<file path="src/rtl/cs42448_adc_frame_fifo.sv">
// cs42448_adc_frame_fifo: buffers six-channel ADC frames and streams them one channel per beat
module cs42448_adc_frame_fifo #(
    parameter int DEPTH = 4,
    parameter int CNT_W = 16
) (
    input  logic                      sys_clk,
    input  logic                      sys_rst,
    input  logic                      en,
    input  logic                      sample_stb,
    input  logic [15:0]               adc_l0,
    input  logic [15:0]               adc_r0,
    input  logic [15:0]               adc_l1,
    input  logic [15:0]               adc_r1,
    input  logic [15:0]               adc_l2,
    input  logic [15:0]               adc_r2,
    output logic                      m_valid,
    input  logic                      m_ready,
    output logic [15:0]               m_data,
    output logic [2:0]                m_chan,
    output logic                      m_last,
    output logic [$clog2(DEPTH):0]    fifo_level,
    output logic                      overflow,
    output logic [CNT_W-1:0]          drop_cnt,
    input  logic                      clr_stat
);
    localparam int AW = $clog2(DEPTH);
    localparam int LW = AW + 1;
    typedef enum logic {IDLE, SEND} state_t;
    typedef logic [5:0][15:0] frame_t;
    frame_t          mem [DEPTH];
    frame_t          head;
    state_t          state;
    logic [2:0]      beat;
    logic [LW-1:0]   wr_ptr, rd_ptr, level_nx;
    logic            full, push, pop, drop;
    // beat presentation from registered state, then FIFO control derived from it
    always_comb begin
        head     = mem[rd_ptr[AW-1:0]];
        m_valid  = state == SEND;
        m_chan   = beat;
        m_last   = m_valid && beat == 3'd5;
        m_data   = m_valid ? head[3'd5 - beat] : '0;
        pop      = m_valid && m_ready && m_last;
        full     = (wr_ptr[AW] != rd_ptr[AW]) && (wr_ptr[AW-1:0] == rd_ptr[AW-1:0]);
        push     = sample_stb && en && (!full || pop);
        drop     = sample_stb && en && full && !pop;
        level_nx = fifo_level + LW'(push) - LW'(pop);
    end
    // frame storage; channel 0 (L0) sits in the top word
    always_ff @(posedge sys_clk)
        if (push) mem[wr_ptr[AW-1:0]] <= {adc_l0, adc_r0, adc_l1, adc_r1, adc_l2, adc_r2};
    // pointers with wrap bit and stored-frame count
    always_ff @(posedge sys_clk or posedge sys_rst)
        if (sys_rst) begin
            wr_ptr     <= '0;
            rd_ptr     <= '0;
            fifo_level <= '0;
        end else begin
            if (push) wr_ptr <= wr_ptr + LW'(1);
            if (pop) rd_ptr <= rd_ptr + LW'(1);
            fifo_level <= level_nx;
        end
    // output FSM; stays in SEND across frames so consecutive frames have no bubble
    always_ff @(posedge sys_clk or posedge sys_rst)
        if (sys_rst) begin
            state <= IDLE;
            beat  <= '0;
        end else if (state == IDLE) begin
            if (fifo_level != '0) state <= SEND;
        end else if (m_ready) begin
            beat <= m_last ? 3'd0 : beat + 3'd1;
            if (m_last && level_nx == '0) state <= IDLE;
        end
    // sticky overflow flag and saturating drop counter; clear beats a same-cycle drop
    always_ff @(posedge sys_clk or posedge sys_rst)
        if (sys_rst) begin
            overflow <= 1'b0;
            drop_cnt <= '0;
        end else if (clr_stat) begin
            overflow <= 1'b0;
            drop_cnt <= '0;
        end else if (drop) begin
            overflow <= 1'b1;
            if (drop_cnt != '1) drop_cnt <= drop_cnt + CNT_W'(1);
        end
endmodule

</file>
<file path="config.mk">
export PLATFORM = sky130hd
export DESIGN_NAME = cs42448_adc_frame_fifo
export DESIGN_NICKNAME = d
export VERILOG_FILES = /design/src/rtl/cs42448_adc_frame_fifo.sv
export SDC_FILE = /design/constraint.sdc
export NUM_CORES = 1
export LEC_CHECK = 0
export ABC_CLOCK_PERIOD_IN_PS = 6400
export CAP_MARGIN = 30
export CORE_AREA = 8 8 194 196
export CTS_BUF_LIST = sky130_fd_sc_hd__clkbuf_4 sky130_fd_sc_hd__clkbuf_8
export DETAILED_ROUTE_END_ITERATION = 7
export DIE_AREA = 0 0 202 204
export GPL_ROUTABILITY_DRIVEN = 0
export PLACE_DENSITY = 0.68
export SETUP_SLACK_MARGIN = 0.1
export SYNTH_ARGS = -nofsm -noshare
export SYNTH_HDL_FRONTEND = slang
export SYNTH_SLANG_ARGS = --single-unit
export TNS_END_PERCENT = 5
</file>
<file path="constraint.sdc">
create_clock -name sys_clk -period 6.4 [get_ports sys_clk]
set_input_delay 1.92 -clock sys_clk [delete_from_list [all_inputs] [get_ports sys_clk]]
set_output_delay 1.92 -clock sys_clk [all_outputs]
set_load 0.01 [all_outputs]
</file>
Word-level counts from Yosys, hierarchy flattened
Memories as Yosys holds them, arrays and structs flattened.
Index checks and enable logic that the tools add are counted.
Widths: inputs -> output; s select.
{"block": "op_classes", "n_addsub": 7, "magnitude_cmp": 1, "n_eq_ne": 4, "n_mux": 15, "n_reduce_logical": 18}
{"operator": "$mux 16", "n": 5}
{"operator": "$bmux 16 s3", "n": 1}
{"operator": "$add 16x1->16 const B", "n": 1}
{"operator": "$ne 16x16->1 const B", "n": 1}
{"operator": "$add 3x1->3 const B", "n": 3}
{"operator": "$logic_and 1x1->1", "n": 9}
{"operator": "$mux 1", "n": 8}
{"operator": "$lt 3x4->1 const B", "n": 1}
{"operator": "$reduce_and 2->1", "n": 2}
{"operator": "$reduce_bool 2->1", "n": 2}
{"operator": "$add 3x1->3", "n": 1}
{"operator": "$eq 3x3->1 const B", "n": 1}
{"operator": "$logic_not 3->1", "n": 1}
{"operator": "$mux 3", "n": 1}
{"operator": "$reduce_bool 3->1", "n": 1}
{"operator": "$sub 3x1->3", "n": 1}
{"operator": "$sub 3x3->3 const A", "n": 1}
{"operator": "$eq 2x2->1", "n": 1}
{"operator": "$logic_not 1->1", "n": 2}
{"operator": "$logic_or 1x1->1", "n": 1}
{"operator": "$ne 1x1->1", "n": 1}
{"block": "word_totals", "register_bits": 30, "ramBits": 384, "output_inout_bits": 41, "wordCells": 53, "mem_count": 1}
{"name": "mem", "words": 4, "word_bits": 96, "read_ports": 1, "rd_ports_with_merged_regs": 0, "write_ports": 1, "line": "30", "rtl": "frame_t mem [DEPTH];"}

Logic depth before layout (Yosys ltp)
{"block": "depth", "word_depth": 12, "mapped_depth": 15, "mapped_depth_nobuf": 12}

Least setup slack after synthesis
OpenSTA, ideal clock, no wires.
{"block": "synth_path", "path_type": "input -> register", "start": "input port m_ready", "end": "memory mem[3][0] (netlist name), enable pin", "setup_time_ns": 0.467, "t_arrival_ns": 5.082, "t_required_ns": 5.933, "path_slack_ns": 0.851, "path_stages": 7, "n_path_buf": 3, "cell_sequence": "and4_4 -> buf_6 -> or4_4 -> buf_6 -> nor2b_1 -> clkbuf_1 -> and2_1"}
{"block": "synth_between", "elab_chain_cells": 6}
{"element": "start: declaration", "line": "17", "rtl": "input logic m_ready,"}
{"element": "$logic_and 1x1->1 (2 in series)", "line": "43", "rtl": "pop = m_valid && m_ready && m_last;"}
{"element": "$logic_or 1x1->1", "line": "45", "rtl": "push = sample_stb && en && (!full || pop);"}
{"element": "$logic_and 1x1->1", "line": "45"}
{"element": "$mux 1", "line": "51", "rtl": "if (push) mem[wr_ptr[AW-1:0]] <= {adc_l0, adc_r0, adc_l1, adc_r1, adc_l2, adc_r2};"}
{"element": "$mux 1 (not written as such)", "line": "51"}
{"element": "end: declaration", "line": "30"}
No other way between the ends.

Final worst setup path
{"block": "layout_path", "start": "register rd_ptr[0]", "end": "output port m_data[3]"}
{"block": "layout_between", "elab_chain_cells": 4}
{"element": "start: declaration", "line": "34", "rtl": "logic [LW-1:0] wr_ptr, rd_ptr, level_nx;"}
{"element": "start signal: assignment", "line": "60", "rtl": "if (pop) rd_ptr <= rd_ptr + LW'(1);"}
{"element": "$mem_v2 4x96"}
{"element": "$bmux 16 s3", "line": "42", "rtl": "m_data = m_valid ? head[3'd5 - beat] : '0;"}
{"element": "$mux 16 (not written as such)", "line": "42"}
{"element": "$mux 16", "line": "42"}
{"element": "end: declaration", "line": "18", "rtl": "output logic [15:0] m_data,"}
No other way between the ends. The select of a mux whose other input is x is not followed.

==> qor.yml <==
outcome:
  status: "complete, no violations"
yosys:
  ys_top_cells_by_area: "edfxtp_1 (70%), mux4_2 (10%), dfrtp_1 (4.6%)"
  synth_area_leader_cell: "edfxtp_1"
  muxShareOfSynthArea: 0.149
  synth-seq-cells: 414
  post_synth.cell_area_avg_um2: 19.4
  synth_edf_count: 384
  yosys_most_used_dff: "edfxtp_1"
  synthDistinctLibCells: 45
  ys.warnings.count: 0
  async_flop_share: 0.0725
  synth_cells: 844
  synth_top_area_share: 0.703
  synth_top_family_by_area: "multiplexers"
  synthSimpleGateAreaFrac: 0.0464
  synth_most_common_cell: "edfxtp_1"
  ys_top_cells_by_count: "edfxtp_1 (384), mux2i_1 (75), mux4_2 (73)"
  yosys.area_share.xor_xnor: 0.0117
  ys_seq_area_frac: 0.749
  synth-compound-area-share: 0.0215
  syn_nets: 956
  syn_area_um2: 16400
  synth_fa_ha_area_frac: 0.00808
pwr:
  combPwrFrac: 0.316
  switching_share: 0.308
  peakVddDrop_mv: 0.252
  cellPowerDensity_nw_per_um2: 423
  p_int_mw: 5.79
  pwr-share-clk: 0.265
  power_frac_seq: 0.419
  switchingPower_mw: 2.57
  p_leak_nw: 6.58
  totalPowerFinal_mw: 8.36
hold_path:
  hp-start: "wr_ptr[2]"
  hp-class: "register to register"
  whs_path_depth: 1
  holdPathEnd: "wr_ptr[2]"
global_routing:
  busiest_layer: "met2"
  grt_max_degree: 55
  grt_antenna_before_repair: 0
  grt_use_met3: 0.0395
  grt_util_met2: 0.284
  grt_pass1_wl_mm: 53.3
  grt_overflow: 0
  grt_util_all_layers: 0.169
  grt_pass1_vias: 8806
  gr-usage-met1: 0.219
critical_path:
  required_ns: 4.48
  end_kind: "primary output"
  cp.arrival_ns: 3.55
  reg2reg_from: "rd_ptr[1]"
  rr_worst_depth: 11
  reg2reg_setup_slack_ns: 2.74
  start_kind: "register"
  rr_endpoint: "m_valid"
  cp_max_fo: 37
  critPathKind: "register to primary output"
timing:
  fmax_ghz: 0.183
  slew_headroom: 0.462
  setup_viol: 0
  hold_viol: 0
  tightest_slew_ns: 0.805
  fin_tns_setup_ns: 0
  period_share: 0.854
  slew_viol_final: 0
  period_minus_slack_ns: 5.47
  skew_ns: 0.0237
  rsz0062_at_grt: "false"
run:
  maxCapViolCount: 0
routing:
  vias: 8383
  routed_wl_mm: 34.8
  drt-initial-drc-count: 566
  post-route-drc-count: 0
  wl_per_cell_um: 22.4
  viasPerCell: 5.41
  firstDrtPassIters: 4
  drt.antenna.violating_nets: 0
cts:
  cts_sinks: 414
  clk_path_buf_depth: 3
  ctsResizeCount: 0
  clk_pin_slew_ns: 0.06
  htreeDepth: 3
  numCtsBuffers: 68
  cts_root_buf: "clkbuf_8"
  cts_setup_buffers: 0
  hold_buffers: 0
  clock_latency_ns: 0.57
  cts_tree: "done"
layout:
  diodes: 0
  drive_gt1_frac: 0.210
  area_growth_syn_to_layout_pct: 20.6
  final_nets: 1148
die:
  placeableCoreArea_um2: 34800
  die_x_um: 202
  initial_utilization: 0.472
  rows: 69
  die_y_um: 204
  die_area_um2: 41200
  boundaryPins: 143
placement:
  dp_hpwl_mm: 21.8
  portBuffers: 142
[critical path: stages, from the launching register on]
cell and delay [ns]:
dfrtp_4 0.68, buf_12 0.33, mux4_2 0.54, mux2i_1 0.23, nor2_1 0.07, a31oi_1 0.34
o21ai_0 0.20, clkdlybuf4s50_1 0.53
[sequential cells by signal, indices dropped and copies added (netlist names)]
signal      flops
rd_ptr          3
wr_ptr          3
m_valid         1
m_chan          3
fifo_level      3
overflow        1
mem           384
drop_cnt       16
[worst max path at each step]
stage	startpoint	end	slack (ns)	cells after the start
2_1_floorplan	m_ready	mem[3][0]	0.85	7
3_3_place_gp	rd_ptr[0]	m_data[1]	1.38	6
3_5_place_dp	m_ready	mem[3][9]	1.37	6
4_1_cts	rd_ptr[0]	m_data[1]	0.75	6
5_1_grt	rd_ptr[0]	m_data[3]	0.65	7
6_report	rd_ptr[0]	m_data[3]	0.93	7
[cell usage in the layout (no fill, tap or decap), types with 8 or more instances in the layout]
| master | count |
|---|---|
| nand2_1 | 30 |
| buf_4 | 16 |
| xnor2_1 | 16 |
| clkbuf_4 | 23 |
| clkbuf_8 | 72 |
| o21ai_0 | 16 |
| a31oi_1 | 12 |
| nor2b_1 | 17 |
| mux2i_1 | 75 |
| edfxtp_1 | 384 |
| dfrtp_1 | 27 |
| nor4_2 | 8 |
| ha_1 | 9 |
| clkdlybuf4s50_1 | 142 |
| mux4_2 | 73 |
| a21oi_1 | 19 |
| clkinv_1 | 16 |
| nor2_1 | 35 |
| nand3_1 | 13 |
[power by group through the flow]
stage               Clock [mW]  Combinational [mW]  Sequential (mW)
global placement             0                2.67             3.55
detailed placement           0                2.70             3.57
CTS                       2.28                2.71             3.51
floorplan                    0                1.72             3.47
global route              2.39                2.86             3.54
finish                    2.22                2.64             3.50
[kinds of logic after synthesis]
logic type | Yosys count
compound gates | 60
xor+xnor | 22
fa+ha+maj | 10
buf+inv | 50
flops | 414
mux | 152
simple gates | 136
[cell type report]
class / instances / area (um^2)
fill: 2632 / 15000
clock inverter: 27 / 155
clock buffer: 95 / 1160
timing repair buffer: 165 / 1670
inverter: 7 / 26.3
multi-input combinational: 380 / 3900
tap: 461 / 577
sequential: 414 / 12300
[through the flow]
stage	setup slack, ns	hold slack [ns]	utilization	instance area, um^2	std cells
after floorplan	0.851	0.462	-	16400	844
after global placement	1.38	0.482	0.530	18500	1426
after detailed placement	1.37	0.488	0.531	18500	1427
after CTS	0.752	0.496	0.569	19800	1549
after global routing	0.649	0.532	0.569	19800	1549
final	0.932	0.488	0.569	19800	1549
[routing by layer]
| layer | share of wire | up-vias | wire length (um) |
|---|---|---|---|
| met2 | 0.51 | 256 | 17600 |
| li1 | - | 3795 | - |
| met1 | 0.42 | 4280 | 14500 |
| met4 | 0.016 | 0 | 568 |
| met3 | 0.060 | 52 | 2070 |
| met5 | 0 | - | 0 |
Note: power is estimated with default switching activity, not from simulation.
